$ cat src/rtl/router_out_fifo.sv
// Per-destination output FIFO of the 1x3 router. Header-flagged entries drive a packet counter that blanks data_out between packets.
// Optional timeout flush is built when ROUTER_FIFO_SOFT_RESET_EN is defined.
module router_out_fifo #(
  parameter int DEPTH   = 16,
  parameter int WIDTH   = 8,
  parameter int TIMEOUT = 30
) (
  input  logic             clock,
  input  logic             resetn,
  input  logic             write_enb,
  input  logic             lfd_state,
  input  logic [WIDTH-1:0] data_in,
  input  logic             read_enb,
  output logic [WIDTH-1:0] data_out,
  output logic             valid_out,
  output logic             full,
  output logic             empty,
  output logic             soft_reset
);

  localparam int AW = $clog2(DEPTH);
  localparam int PW = AW + 1;

  logic [WIDTH:0]   mem [DEPTH];
  logic [PW-1:0]    wr_ptr_q, wr_ptr_d;
  logic [PW-1:0]    rd_ptr_q, rd_ptr_d;
  logic [6:0]       pkt_cnt_q, pkt_cnt_d;
  logic [WIDTH-1:0] data_out_q, data_out_d;
  logic [WIDTH:0]   rd_entry;
  logic             wr_acc, rd_acc, flush;

  // Wrap bit distinguishes full from empty when the index bits match.
  assign full      = (wr_ptr_q[AW-1:0] == rd_ptr_q[AW-1:0]) && (wr_ptr_q[AW] != rd_ptr_q[AW]);
  assign empty     = (wr_ptr_q == rd_ptr_q);
  assign valid_out = !empty;
  assign data_out  = data_out_q;

  assign rd_entry = mem[rd_ptr_q[AW-1:0]];
  assign wr_acc   = write_enb && !full && !flush;
  assign rd_acc   = read_enb && !empty;

`ifdef ROUTER_FIFO_SOFT_RESET_EN
  localparam int TW = $clog2(TIMEOUT + 1);

  logic [TW-1:0] to_cnt_q, to_cnt_d;
  logic          soft_reset_q;
  logic          stalled;

  assign stalled    = valid_out && !read_enb;
  assign flush      = stalled && (to_cnt_q == TW'(TIMEOUT - 1));
  assign soft_reset = soft_reset_q;

  always_comb begin
    to_cnt_d = '0;
    if (stalled && !flush) to_cnt_d = to_cnt_q + 1'b1;
  end

  always_ff @(posedge clock or negedge resetn) begin
    if (!resetn) begin
      to_cnt_q     <= '0;
      soft_reset_q <= 1'b0;
    end else begin
      to_cnt_q     <= to_cnt_d;
      soft_reset_q <= flush;
    end
  end
`else
  assign flush      = 1'b0;
  assign soft_reset = 1'b0;
`endif

  always_comb begin
    wr_ptr_d   = wr_ptr_q;
    rd_ptr_d   = rd_ptr_q;
    pkt_cnt_d  = pkt_cnt_q;
    data_out_d = data_out_q;
    if (wr_acc) wr_ptr_d = wr_ptr_q + 1'b1;
    if (rd_acc) begin
      rd_ptr_d   = rd_ptr_q + 1'b1;
      data_out_d = rd_entry[WIDTH-1:0];
      // Header byte carries payload length in [7:2]; +1 covers the parity byte.
      if (rd_entry[WIDTH]) pkt_cnt_d = {1'b0, rd_entry[7:2]} + 7'd1;
      else if (pkt_cnt_q != '0) pkt_cnt_d = pkt_cnt_q - 7'd1;
    end else if (pkt_cnt_q == '0) begin
      data_out_d = '0;
    end
    if (flush) begin
      wr_ptr_d   = '0;
      rd_ptr_d   = '0;
      pkt_cnt_d  = '0;
      data_out_d = '0;
    end
  end

  always_ff @(posedge clock or negedge resetn) begin
    if (!resetn) begin
      wr_ptr_q   <= '0;
      rd_ptr_q   <= '0;
      pkt_cnt_q  <= '0;
      data_out_q <= '0;
    end else begin
      wr_ptr_q   <= wr_ptr_d;
      rd_ptr_q   <= rd_ptr_d;
      pkt_cnt_q  <= pkt_cnt_d;
      data_out_q <= data_out_d;
    end
  end

  // Storage is deliberately left out of reset; only the pointers define contents.
  always_ff @(posedge clock) begin
    if (wr_acc) mem[wr_ptr_q[AW-1:0]] <= {lfd_state, data_in};
  end

endmodule

$ cat config.mk
export PLATFORM = sky130hd
export DESIGN_NAME = router_out_fifo
export DESIGN_NICKNAME = d
export VERILOG_FILES = /design/src/rtl/router_out_fifo.sv
export SDC_FILE = /design/constraint.sdc
export NUM_CORES = 1
export LEC_CHECK = 0
export CELL_PAD_IN_SITES_DETAIL_PLACEMENT = 0
export CELL_PAD_IN_SITES_GLOBAL_PLACEMENT = 1
export CORE_MARGIN = 1.5
export CORE_UTILIZATION = 43
export DETAILED_ROUTE_END_ITERATION = 8
export PLACE_DENSITY = 0.73
export REMOVE_ABC_BUFFERS = 1
export SKIP_CTS_REPAIR_TIMING = 1
export SYNTH_ARGS = -nofsm -noshare
export SYNTH_HDL_FRONTEND = slang
export SYNTH_SLANG_ARGS = --single-unit
$ cat constraint.sdc
create_clock -name clock -period 4.25 [get_ports clock]
set_input_delay 0.6375 -clock clock [delete_from_list [all_inputs] [get_ports clock]]
set_output_delay 0.6375 -clock clock [all_outputs]
set_load 0.1 [all_outputs]
==> results by group, run 1 <==
Outcome
  – Status: finished clean

Critical path
  – Worst Path Max Fanout: 20
  – Top delay family on crit path: simple AND/OR/NAND/NOR gates
  – Reg2Reg Setup Slack: 1350 ps
  – Req. time, crit path: 4290 ps
  – Slowest stage delay, CP: 870 ps
  – Crit path cell chain: xnor2_1 -> nand4_1 -> o21a_1 -> nand2_1 -> nor2_1
  – Crit path kind: flop to flop
  – Arrival @ worst endpoint: 2940 ps
  – Startpoint types: flop
  – Bufs and invs on worst path: 0
  – Worst setup EP type: flop
  – Critical path's slowest cell: nor2_1

Clock network
  – Htree depth: 4
  – # clock sinks: 169
  – Max clock buf depth: 2
  – Clock root buffer: clkbuf_16
  – Clock Latency Late Sink: 430 ps
  – Clock buffer count from CTS: 17
  – CTS tree: yes
  – Clock transition at path regs: 60 ps

Timing
  – Clock Skews: 11.7 ps
  – Final Hold Violating Endpoints: 0
  – Final Critical Period: 2900 ps
  – Slew @ Worst Pin: 1130 ps
  – PnR worst setup slack: 1350 ps
  – Total Negative Setup Slacks: 0 ps
  – RSZ-0062 raised after global routing: no
  – Period utilization: 68.1%
  – Final hold slack: 495 ps
  – Maximum clock rate: 345 MHz
  – Slew Viols, Final: 0
  – Slew HR: 24.3%
  – Final setup vio count: 0

Synth
  – Primary FF master, synth: edfxtp_1
  – Ranking of synthesized cells by area: edfxtp_1 61%, mux4_2 9.9%, dfrtp_1 8.9%
  – Most frequent cell after synthesis: edfxtp_1
  – Cells after synthesis: 394
  – Count of cell types in the netlist: 59
  – Seq/Total Area, Yosys: 70.0%
  – Register bit total from synthesis: 169
  – Mapped cell area: 7070 um^2
  – Area leader, netlist: edfxtp_1
  – Async SR Flop Fraction: 14.8%
  – List of most frequent post-synthesis cells: 144 x edfxtp_1, 33 x nand2_1, 31 x mux4_2, 25 x dfrtp_1
  – Mean post-synth cell area: 17.9 um^2
  – Yosys warns: 0
  – Yosys top cell area share: 61.2%
  – EDFF count, synth: 144

Pwr
  – Leak pwr: 2.72 nW
  – Tot Pwr: 5.95 mW
  – PwrDens: 741 nW/um^2
  – Peak supply drop: 0.400 mV

Layout
  – Number of diodes: 0
  – Fillers: 1318
  – Layout area overhead: 13.5%
  – Core Util, Final: 50.3%
  – Layout cells sized above 1: 19.9%
  – Nets@finish: 445
  – Final Instance Area: 8030 um^2
  – Layout Cells excl Fill: 653

Placement
  – Placed inst area: 7470 um^2
  – I/O Buffers: 23
  – Post-DP HPWL: 9.51 mm
  – Routability congestion estimate: 0.758
  – Placed Cells: 622
  – Pre-CTS WS: 1320 ps

Global route
  – Pin count of the biggest net entering global routing: 27
  – Initial antenna violation count: 0
  – First-pass GRT wire length: 22.4 mm
  – Vias in the first global route: 3759
  – Gr usage total: 18.1%
  – Total gr overflow: 0

Detailed routing
  – Vias: 3621
  – Metal-1 WL: 6.48 mm
  – DRT iter0 DRCs: 329
  – Vias per cell: 5.55
  – Routed WL: 14.4 mm
  – Met3 WL post-DR: 788 um
  – WL/cell: 22.1 um
  – Top sig layer: met4
  – 1st-pass router iterations: 5
  – Met2 Wirelength: 6.89 mm
  – DRC viols: 0
  – ANT nets after route: 0

Floorplanning
  – Row cnt: 46
  – Die ar.: 17200 um^2
  – Initial Util: 44.3%
  – Die height: 131 um
  – Total core area: 15900 um^2
  – Ports: 25
  – Die width: 131 um

Job
  – Max_cap viols: 0

Hold path
  – Min-delay worst type: flop to flop
[state kept, by name, indices dropped and copies added (netlist names)]
register   flops
wr_ptr_q       5
data_out       8
mem          144
pkt_cnt_q      7
rd_ptr_q       5
[worst reg2reg max path, cell delays in order, from the launching register on]
cell and delay (ps):
dfrtp_2 800, xnor2_1 130, nand4_1 200, o21a_1 300
nand2_1 210, nor2_1 870
[metal layers]
layer	vias to the layer above	global-route usage [%]
li1	1621	-
met1	1881	24.4
met2	98	28.3
met3	21	5.02
met4	0	6.62
met5	-	0
[layout by cell type (no fill, tap or decap), types with 2 or more instances in the layout]
master	instances
nand2_1	33
clkinvlp_4	3
nand4_1	5
inv_1	6
nor2_1	15
edfxtp_1	144
buf_4	13
clkbuf_16	17
ha_1	7
nor3_1	6
o21a_1	2
o21ai_1	2
clkinv_2	2
mux2i_1	7
nand2b_1	3
o21ai_0	5
xnor2_1	12
xor2_1	3
nor2b_1	3
clkdlybuf4s50_1	20
nor4_1	3
mux4_1	7
dfrtp_1	24
a21o_1	2
mux4_2	31
inv_6	2
nand3_2	2
nand3_1	15
a22oi_1	3
clkinv_4	3
a21oi_1	4
[final timing paths]
check	start	endpoint	depth (start not counted)
max	rd_ptr_q[0]$_DFFE_PN0P_	mem[7][3]$_DFFE_PP_	5
min	wr_ptr_q[4]$_DFFE_PN0P_	wr_ptr_q[4]$_DFFE_PN0P_	1
min reg2reg	wr_ptr_q[4]$_DFFE_PN0P_	wr_ptr_q[4]$_DFFE_PN0P_	1
max reg2reg	rd_ptr_q[0]$_DFFE_PN0P_	mem[7][3]$_DFFE_PP_	5
min in group asynchronous	resetn	rd_ptr_q[0]$_DFFE_PN0P_	1
max in group asynchronous	resetn	rd_ptr_q[0]$_DFFE_PN0P_	1
[final cells by class]
class	count	area, um^2	area share [%]
multi-input combinational	198	1930	24.1
sequential	169	4950	61.7
tap	216	270	3.37
clock inverter	13	121	1.51
timing repair buffer	33	298	3.71
inverter	6	22.5	0.281
clock buffer	18	429	5.35
[power breakdown]
| part | leakage, nW | switching (mW) | internal [mW] |
|---|---|---|---|
| clock network | 0.262 | 0.629 | 0.807 |
| logic | 0.854 | 1.36 | 0.882 |
| registers | 1.60 | 0.209 | 2.07 |
| total | 2.72 | 2.19 | 3.76 |
[cell families after synthesis]
| family | Yosys count | synth area share, % |
|---|---|---|
| fa+ha+maj | 7 | 1.24 |
| mux | 46 | 13.7 |
| xor+xnor | 16 | 2.09 |
| buf+inv | 27 | 2.62 |
| flops | 169 | 70.0 |
| simple gates | 100 | 7.58 |
| other cells | 1 | 0.0531 |
| compound gates | 28 | 2.73 |
(Power assumes the default switching activity.)
==> run 2, diff against run 1 <==
--- a/config.mk
+++ b/config.mk
@@ -10,7 +10,7 @@
 export CORE_MARGIN = 1.5
 export CORE_UTILIZATION = 43
 export DETAILED_ROUTE_END_ITERATION = 8
-export PLACE_DENSITY = 0.73
+export PLACE_DENSITY = 0.75
 export REMOVE_ABC_BUFFERS = 1
 export SKIP_CTS_REPAIR_TIMING = 1
 export SYNTH_ARGS = -nofsm -noshare
==> constraint.sdc (replaced) <==
create_clock -name clock -period 2.35 [get_ports clock]
set_input_delay 0.3525 -clock clock [delete_from_list [all_inputs] [get_ports clock]]
set_output_delay 0.3525 -clock clock [all_outputs]
set_load 0.1 [all_outputs]
==> results by group, run 2 (synthesized netlist as in run 1, its figures left out) <==
Outcome
  – Status: finished clean (unchanged)

Detailed routing
  – Met2 Wirelength: 7.52 mm (was 6.89 mm)
  – 1st-pass router iterations: 5 (unchanged)
  – ANT nets after route: 0 (unchanged)
  – WL/cell: 20.8 um (was 22.1 um)
  – Vias: 3757 (was 3621)
  – Vias per cell: 5.31 (was 5.55)
  – Routed WL: 14.7 mm (was 14.4 mm)
  – Top sig layer: met4 (unchanged)
  – Met3 WL post-DR: 680 um (was 788 um)
  – DRC viols: 0 (unchanged)
  – Metal-1 WL: 6.33 mm (was 6.48 mm)
  – DRT iter0 DRCs: 284 (was 329)

Critical path
  – Reg2reg end: pkt_cnt_q[5]$_DFFE_PN0P_ (was mem[7][3]$_DFFE_PP_)
  – Crit path kind: flop to flop (unchanged)
  – Worst setup EP type: flop (unchanged)
  – Critical path's slowest cell: mux4_1 (was nor2_1)
  – Slowest stage delay, CP: 570 ps (was 870 ps)
  – R2R cell count: 8 (was 5)
  – Crit path from: rd_ptr_q[0]$_DFFE_PN0P_ (unchanged)
  – Startpoint types: flop (unchanged)
  – Crit path cell chain: buf_4 -> buf_4 -> mux4_1 -> a22oi_1 -> and3_4 -> nor4b_2 -> mux2i_1 -> nand3_1 (was xnor2_1 -> nand4_1 -> o21a_1 -> nand2_1 -> nor2_1)
  – Worst Path Max Fanout: 5 (was 20)
  – Worst r2r src: rd_ptr_q[0]$_DFFE_PN0P_ (unchanged)
  – CP dominant cell by count: buf_4
  – Req. time, crit path: 2720 ps (was 4290 ps)
  – Reg2Reg Setup Slack: 120 ps (was 1350 ps)
  – Arrival @ worst endpoint: 2600 ps (was 2940 ps)

Pwr
  – Tot Pwr: 11.9 mW (was 5.95 mW)
  – PwrDens: 1370 nW/um^2 (was 741 nW/um^2)
  – Peak supply drop: 0.705 mV (was 0.400 mV)
  – Leak pwr: 3.08 nW (was 2.72 nW)

Hold path
  – Min-delay worst type: input pin to asynchronous set/reset pin (was flop to flop)

Timing
  – Slew Viols, Final: 0 (unchanged)
  – Total Negative Setup Slacks: 0 ps (unchanged)
  – Final setup vio count: 0 (unchanged)
  – Final Critical Period: 2230 ps (was 2900 ps)
  – Slew HR: 56.6% (was 24.3%)
  – Slew @ Worst Pin: 650 ps (was 1130 ps)
  – Period utilization: 95.0% (was 68.1%)
  – Final Hold Violating Endpoints: 0 (unchanged)
  – Clock Skews: 7.54 ps (was 11.7 ps)
  – Maximum clock rate: 448 MHz (was 345 MHz)
  – RSZ-0062 raised after global routing: yes (was no)

Layout
  – FF+latch area: 4950 um^2 (unchanged)
  – Number of diodes: 0 (unchanged)
  – Layout area overhead: 22.1% (was 13.5%)
  – Max reg flops: 144 (unchanged)
  – Layout cells sized above 1: 33.1% (was 19.9%)
  – Nets@finish: 499 (was 445)
  – Final Instance Area: 8630 um^2 (was 8030 um^2)
  – Fillers: 1275 (was 1318)
  – Layout Cells excl Fill: 708 (was 653)
  – Commonest non-fill, non-tap cell in the layout: edfxtp_1 (unchanged)
  – Most frequent cells in the layout: 144 x edfxtp_1, 64 x buf_4, 33 x nand2_1 (was 144 x edfxtp_1, 33 x nand2_1, 31 x mux4_2)
  – Area of the multi-input gates: 1970 um^2 (was 1930 um^2)
  – Core Util, Final: 54.1% (was 50.3%)

Placement
  – Placed Cells: 670 (was 622)
  – I/O Buffers: 23 (unchanged)
  – Placed inst area: 7920 um^2 (was 7470 um^2)
  – Post-DP HPWL: 10.1 mm (was 9.51 mm)
  – Routability congestion estimate: 0.798 (was 0.758)

Clock network
  – Clock transition at path regs: 70 ps (was 60 ps)
  – Max clock buf depth: 2 (unchanged)
  – CTS tree: yes (unchanged)
  – # clock sinks: 169 (unchanged)
  – Clock Latency Late Sink: 430 ps (about the same)
  – Htree depth: 4 (unchanged)
  – Clock buffer count from CTS: 17 (unchanged)
  – Clock root buffer: clkbuf_16 (unchanged)

Floorplanning
  – Ports: 25 (unchanged)
  – Row cnt: 46 (unchanged)
  – Initial Util: 44.3% (unchanged)
  – Die height: 131 um (unchanged)
  – Die ar.: 17200 um^2 (unchanged)
  – Die width: 131 um (unchanged)
  – Total core area: 15900 um^2 (unchanged)

Global route
  – Pin count of the biggest net entering global routing: 27 (unchanged)
  – Vias in the first global route: 3784 (was 3759)
  – Total gr overflow: 0 (unchanged)
  – First-pass GRT wire length: 22.9 mm (was 22.4 mm)
  – Gr usage total: 18.3% (was 18.1%)
  – Initial antenna violation count: 0 (unchanged)

Job
  – Max_cap viols: 0 (unchanged)
-- run 2: changes by cell type in the layout (fill, tap and decap cells not counted), moves of 2 or more --
cell | previous run | this run
buf_4 | 13 | 64
buf_12 | 0 | 9
clkdlybuf4s50_1 | 20 | 12
nor2_1 | 15 | 9
nor2_2 | 0 | 6
buf_6 | 0 | 2
bufinv_16 | 1 | 3
clkinv_4 | 3 | 1
inv_8 | 1 | 3
-- run 2: layer usage --
layer	vias to the layer above	track usage, %
li1	1724	-
met1	1934	24.1
met2	82	29.7
met3	17	5.36
met4	0	5.31
met5	-	0
-- run 2: worst max-delay path: cells and delay by family, from the launching register on --
family,cells,cell delay [ps]
AOI/OAI and AO/OA,1,210
DFF,1,380
buffers and inverters,2,340
and+or+nand+nor,3,570
muxes,2,680
-- run 2: final cells by class --
cell class	instances	share of cell area, %
multi-input combinational	198	22.8
sequential	169	57.4
timing repair buffer	87	9.31
clock inverter	15	2.19
inverter	6	0.261
tap	216	3.13
clock buffer	17	4.93
-- run 2: power breakdown --
group,leakage [nW],internal (mW),switching [mW]
clock,0.300,1.70,1.18
sequential,1.60,3.73,0.205
combinational,1.17,2.26,2.79
total,3.08,7.69,4.17
-- run 2: through the flow --
step	worst slack (ps)	hold slack, ps
final	118	287
after global routing	-50.3	311
after CTS	6.52	278
after detailed placement	-50.8	486
after global placement	-48.0	482
after floorplan	-1200	56.9
-- run 2: worst max path at each step --
stage                               endpoint  slack [ps]
floorplan                              empty       -1200
global placement         mem[0][3]$_DFFE_PP_         -50
detailed placement      mem[12][1]$_DFFE_PP_         -50
CTS                 pkt_cnt_q[5]$_DFFE_PN0P_           7
global route        pkt_cnt_q[5]$_DFFE_PN0P_         -50
finish              pkt_cnt_q[5]$_DFFE_PN0P_         120
==> run 3, diff against run 2 <==
--- a/config.mk
+++ b/config.mk
@@ -5,9 +5,9 @@
 export SDC_FILE = /design/constraint.sdc
 export NUM_CORES = 1
 export LEC_CHECK = 0
+export ABC_AREA = 0
 export CELL_PAD_IN_SITES_DETAIL_PLACEMENT = 0
 export CELL_PAD_IN_SITES_GLOBAL_PLACEMENT = 1
-export CORE_MARGIN = 1.5
 export CORE_UTILIZATION = 43
 export DETAILED_ROUTE_END_ITERATION = 8
 export PLACE_DENSITY = 0.75
==> results by group, run 3 (synthesized netlist as in run 1, its figures left out) <==
Timing
  – Slew Viols, Final: 0 (unchanged)
  – Final setup vio count: 0 (unchanged)
  – Slew @ Worst Pin: 650 ps (about the same)
  – Final Critical Period: 2260 ps (was 2230 ps)
  – Period utilization: 96.1% (was 95.0%)
  – Clock Skews: 12.9 ps (was 7.54 ps)
  – Slew HR: 56.6% (about the same)
  – Total Negative Setup Slacks: 0 ps (unchanged)
  – Maximum clock rate: 443 MHz (was 448 MHz)
  – Final Hold Violating Endpoints: 0 (unchanged)

Critical path
  – Worst setup EP type: output pin (was flop)
  – Worst r2r src: rd_ptr_q[0]$_DFFE_PN0P_ (unchanged)
  – Worst Path Max Fanout: 11 (was 5)
  – Crit path from: rd_ptr_q[2]$_DFFE_PN0P_ (was rd_ptr_q[0]$_DFFE_PN0P_)
  – Req. time, crit path: 2000 ps (was 2720 ps)
  – Crit path cell chain: buf_12 -> xnor2_2 -> nand4_1 -> buf_4 -> or2_4 -> inv_4 -> buf_12 (was buf_4 -> buf_4 -> mux4_1 -> a22oi_1 -> and3_4 -> nor4b_2 -> mux2i_1 -> nand3_1)
  – CP dominant cell by count: buf_12 (was buf_4)
  – Slowest stage delay, CP: 400 ps (was 570 ps)
  – Arrival @ worst endpoint: 1910 ps (was 2600 ps)
  – Crit path kind: flop to output pin (was flop to flop)
  – Startpoint types: flop (unchanged)
  – Critical path's slowest cell: dfrtp_1 (was mux4_1)

Floorplanning
  – Row cnt: 46 (unchanged)
  – Die width: 130 um (was 131 um)
  – Initial Util: 44.3% (unchanged)
  – Ports: 25 (unchanged)
  – Die ar.: 17000 um^2 (was 17200 um^2)
  – Die height: 130 um (was 131 um)
  – Total core area: 15900 um^2 (unchanged)

Layout
  – Core Util, Final: 53.2% (was 54.1%)
  – Nets@finish: 489 (was 499)
  – Commonest non-fill, non-tap cell in the layout: edfxtp_1 (unchanged)
  – Most frequent cells in the layout: 144 x edfxtp_1, 54 x buf_4, 33 x nand2_1 (was 144 x edfxtp_1, 64 x buf_4, 33 x nand2_1)
  – Number of diodes: 0 (unchanged)
  – Layout area overhead: 20.1% (was 22.1%)
  – Max reg flops: 144 (unchanged)
  – Layout cells sized above 1: 29.9% (was 33.1%)

Global route
  – Vias in the first global route: 3927 (was 3784)
  – Pin count of the biggest net entering global routing: 27 (unchanged)
  – Total gr overflow: 0 (unchanged)
  – Initial antenna violation count: 0 (unchanged)
  – Gr usage total: 19.3% (was 18.3%)
  – First-pass GRT wire length: 22.8 mm (was 22.9 mm)

Detailed routing
  – Vias per cell: 5.39 (was 5.31)
  – DRC viols: 0 (unchanged)
  – ANT nets after route: 0 (unchanged)
  – 1st-pass router iterations: 4 (was 5)
  – WL/cell: 21.2 um (was 20.8 um)
  – DRT iter0 DRCs: 207 (was 284)
  – Vias: 3759 (was 3757)
  – Routed WL: 14.8 mm (was 14.7 mm)

Clock network
  – CTS tree: yes (unchanged)
  – Htree depth: 4 (unchanged)
  – Max clock buf depth: 2 (unchanged)
  – # clock sinks: 169 (unchanged)
  – Clock transition at path regs: 70 ps (about the same)
  – Clock root buffer: clkbuf_16 (unchanged)
  – Clock buffer count from CTS: 17 (unchanged)
  – Clock Latency Late Sink: 430 ps (about the same)

Pwr
  – Leak pwr: 3.00 nW (was 3.08 nW)
  – Peak supply drop: 0.703 mV (was 0.705 mV)
  – Internal power: 7.27 mW (was 7.69 mW)
  – Psw: 4.08 mW (was 4.17 mW)
  – Switching part of the total: 35.9% (was 35.2%)
  – Logic pwr share: 42.5% (about the same)
  – Sequential share of power: 35.1% (was 33.2%)
  – PwrDens: 1340 nW/um^2 (was 1370 nW/um^2)
  – Clk pwr share: 22.4% (was 24.3%)

Placement
  – I/O Buffers: 23 (unchanged)
  – Post-DP HPWL: 10.1 mm (about the same)
  – Routability congestion estimate: 0.762 (was 0.798)

Job
  – Max_cap viols: 0 (unchanged)

Outcome
  – Status: finished clean (unchanged)

Hold path
  – Min-delay worst type: input pin to asynchronous set/reset pin (unchanged)
==> run 3: cell types whose count changed in the layout (fill, tap and decap cells not counted), sizes merged <==
cell,before,now
clkinv,4,7
inv,12,7
buf,75,65
clkbuf,17,19
bufinv,3,1
clkinvlp,2,4
==> run 3: final timing paths <==
kind	end	cells past startpoint	slack, ps
hold reg to reg	wr_ptr_q[4]$_DFFE_PN0P_	1	500
setup / recovery	empty	7	90
min in group clock	wr_ptr_q[4]$_DFFE_PN0P_	1	500
setup reg to reg	pkt_cnt_q[5]$_DFFE_PN0P_	7	130
hold / removal	data_out[3]$_DFFE_PN0P_	2	290
max in group asynchronous	rd_ptr_q[0]$_DFFE_PN0P_	2	1790
==> run 3: routing by layer <==
layer,track usage (%),part of all wire (%),vias up
li1,-,-,1700
met1,24.7,43,1953
met2,32.1,50,88
met3,4.18,4.6,18
met4,8.07,1.9,0
met5,0,0,-
==> run 3: worst max-delay path, delay by kind of cell (launching register included) <==
family / cells / cell delay (ps)
buf+inv: 4 / 560
flops: 1 / 400
xor+xnor: 1 / 120
simple gates: 2 / 390
==> run 3: cell type report <==
type	instances	area, um^2
Fill cell	1273	7450
Sequential cell	169	4950
Multi-Input combinational cell	198	1960
Timing Repair Buffer	77	746
Clock buffer	19	433
Tap cell	216	270
Clock inverter	13	105
Inverter	6	25.0
==> run 3: power groups by stage <==
| stage | sequential (mW) | clock [mW] | combinational, mW |
|---|---|---|---|
| 3_5_place_dp | 4.05 | 0 | 4.74 |
| 4_1_cts | 4.00 | 2.59 | 4.76 |
| 6_report | 3.99 | 2.54 | 4.82 |
| 2_1_floorplan | 4.75 | 0 | 2.34 |
| 3_3_place_gp | 4.03 | 0 | 4.68 |
| 5_1_grt | 4.03 | 2.70 | 5.18 |
==> run 3: per-stage QoR <==
step                setup WS [ps]  power (mW)  cells  hold slack [ps]  cell area (um^2)
floorplan                   -1200        7.09    373             56.9              6910
global placement             54.3        8.71    663              477              7900
detailed placement           17.7        8.79    663              487              7900
CTS                         -56.0        11.3    695              285              8440
global route                -4.71        11.9    698              319              8490
finish                       92.4        11.4    698              294              8490
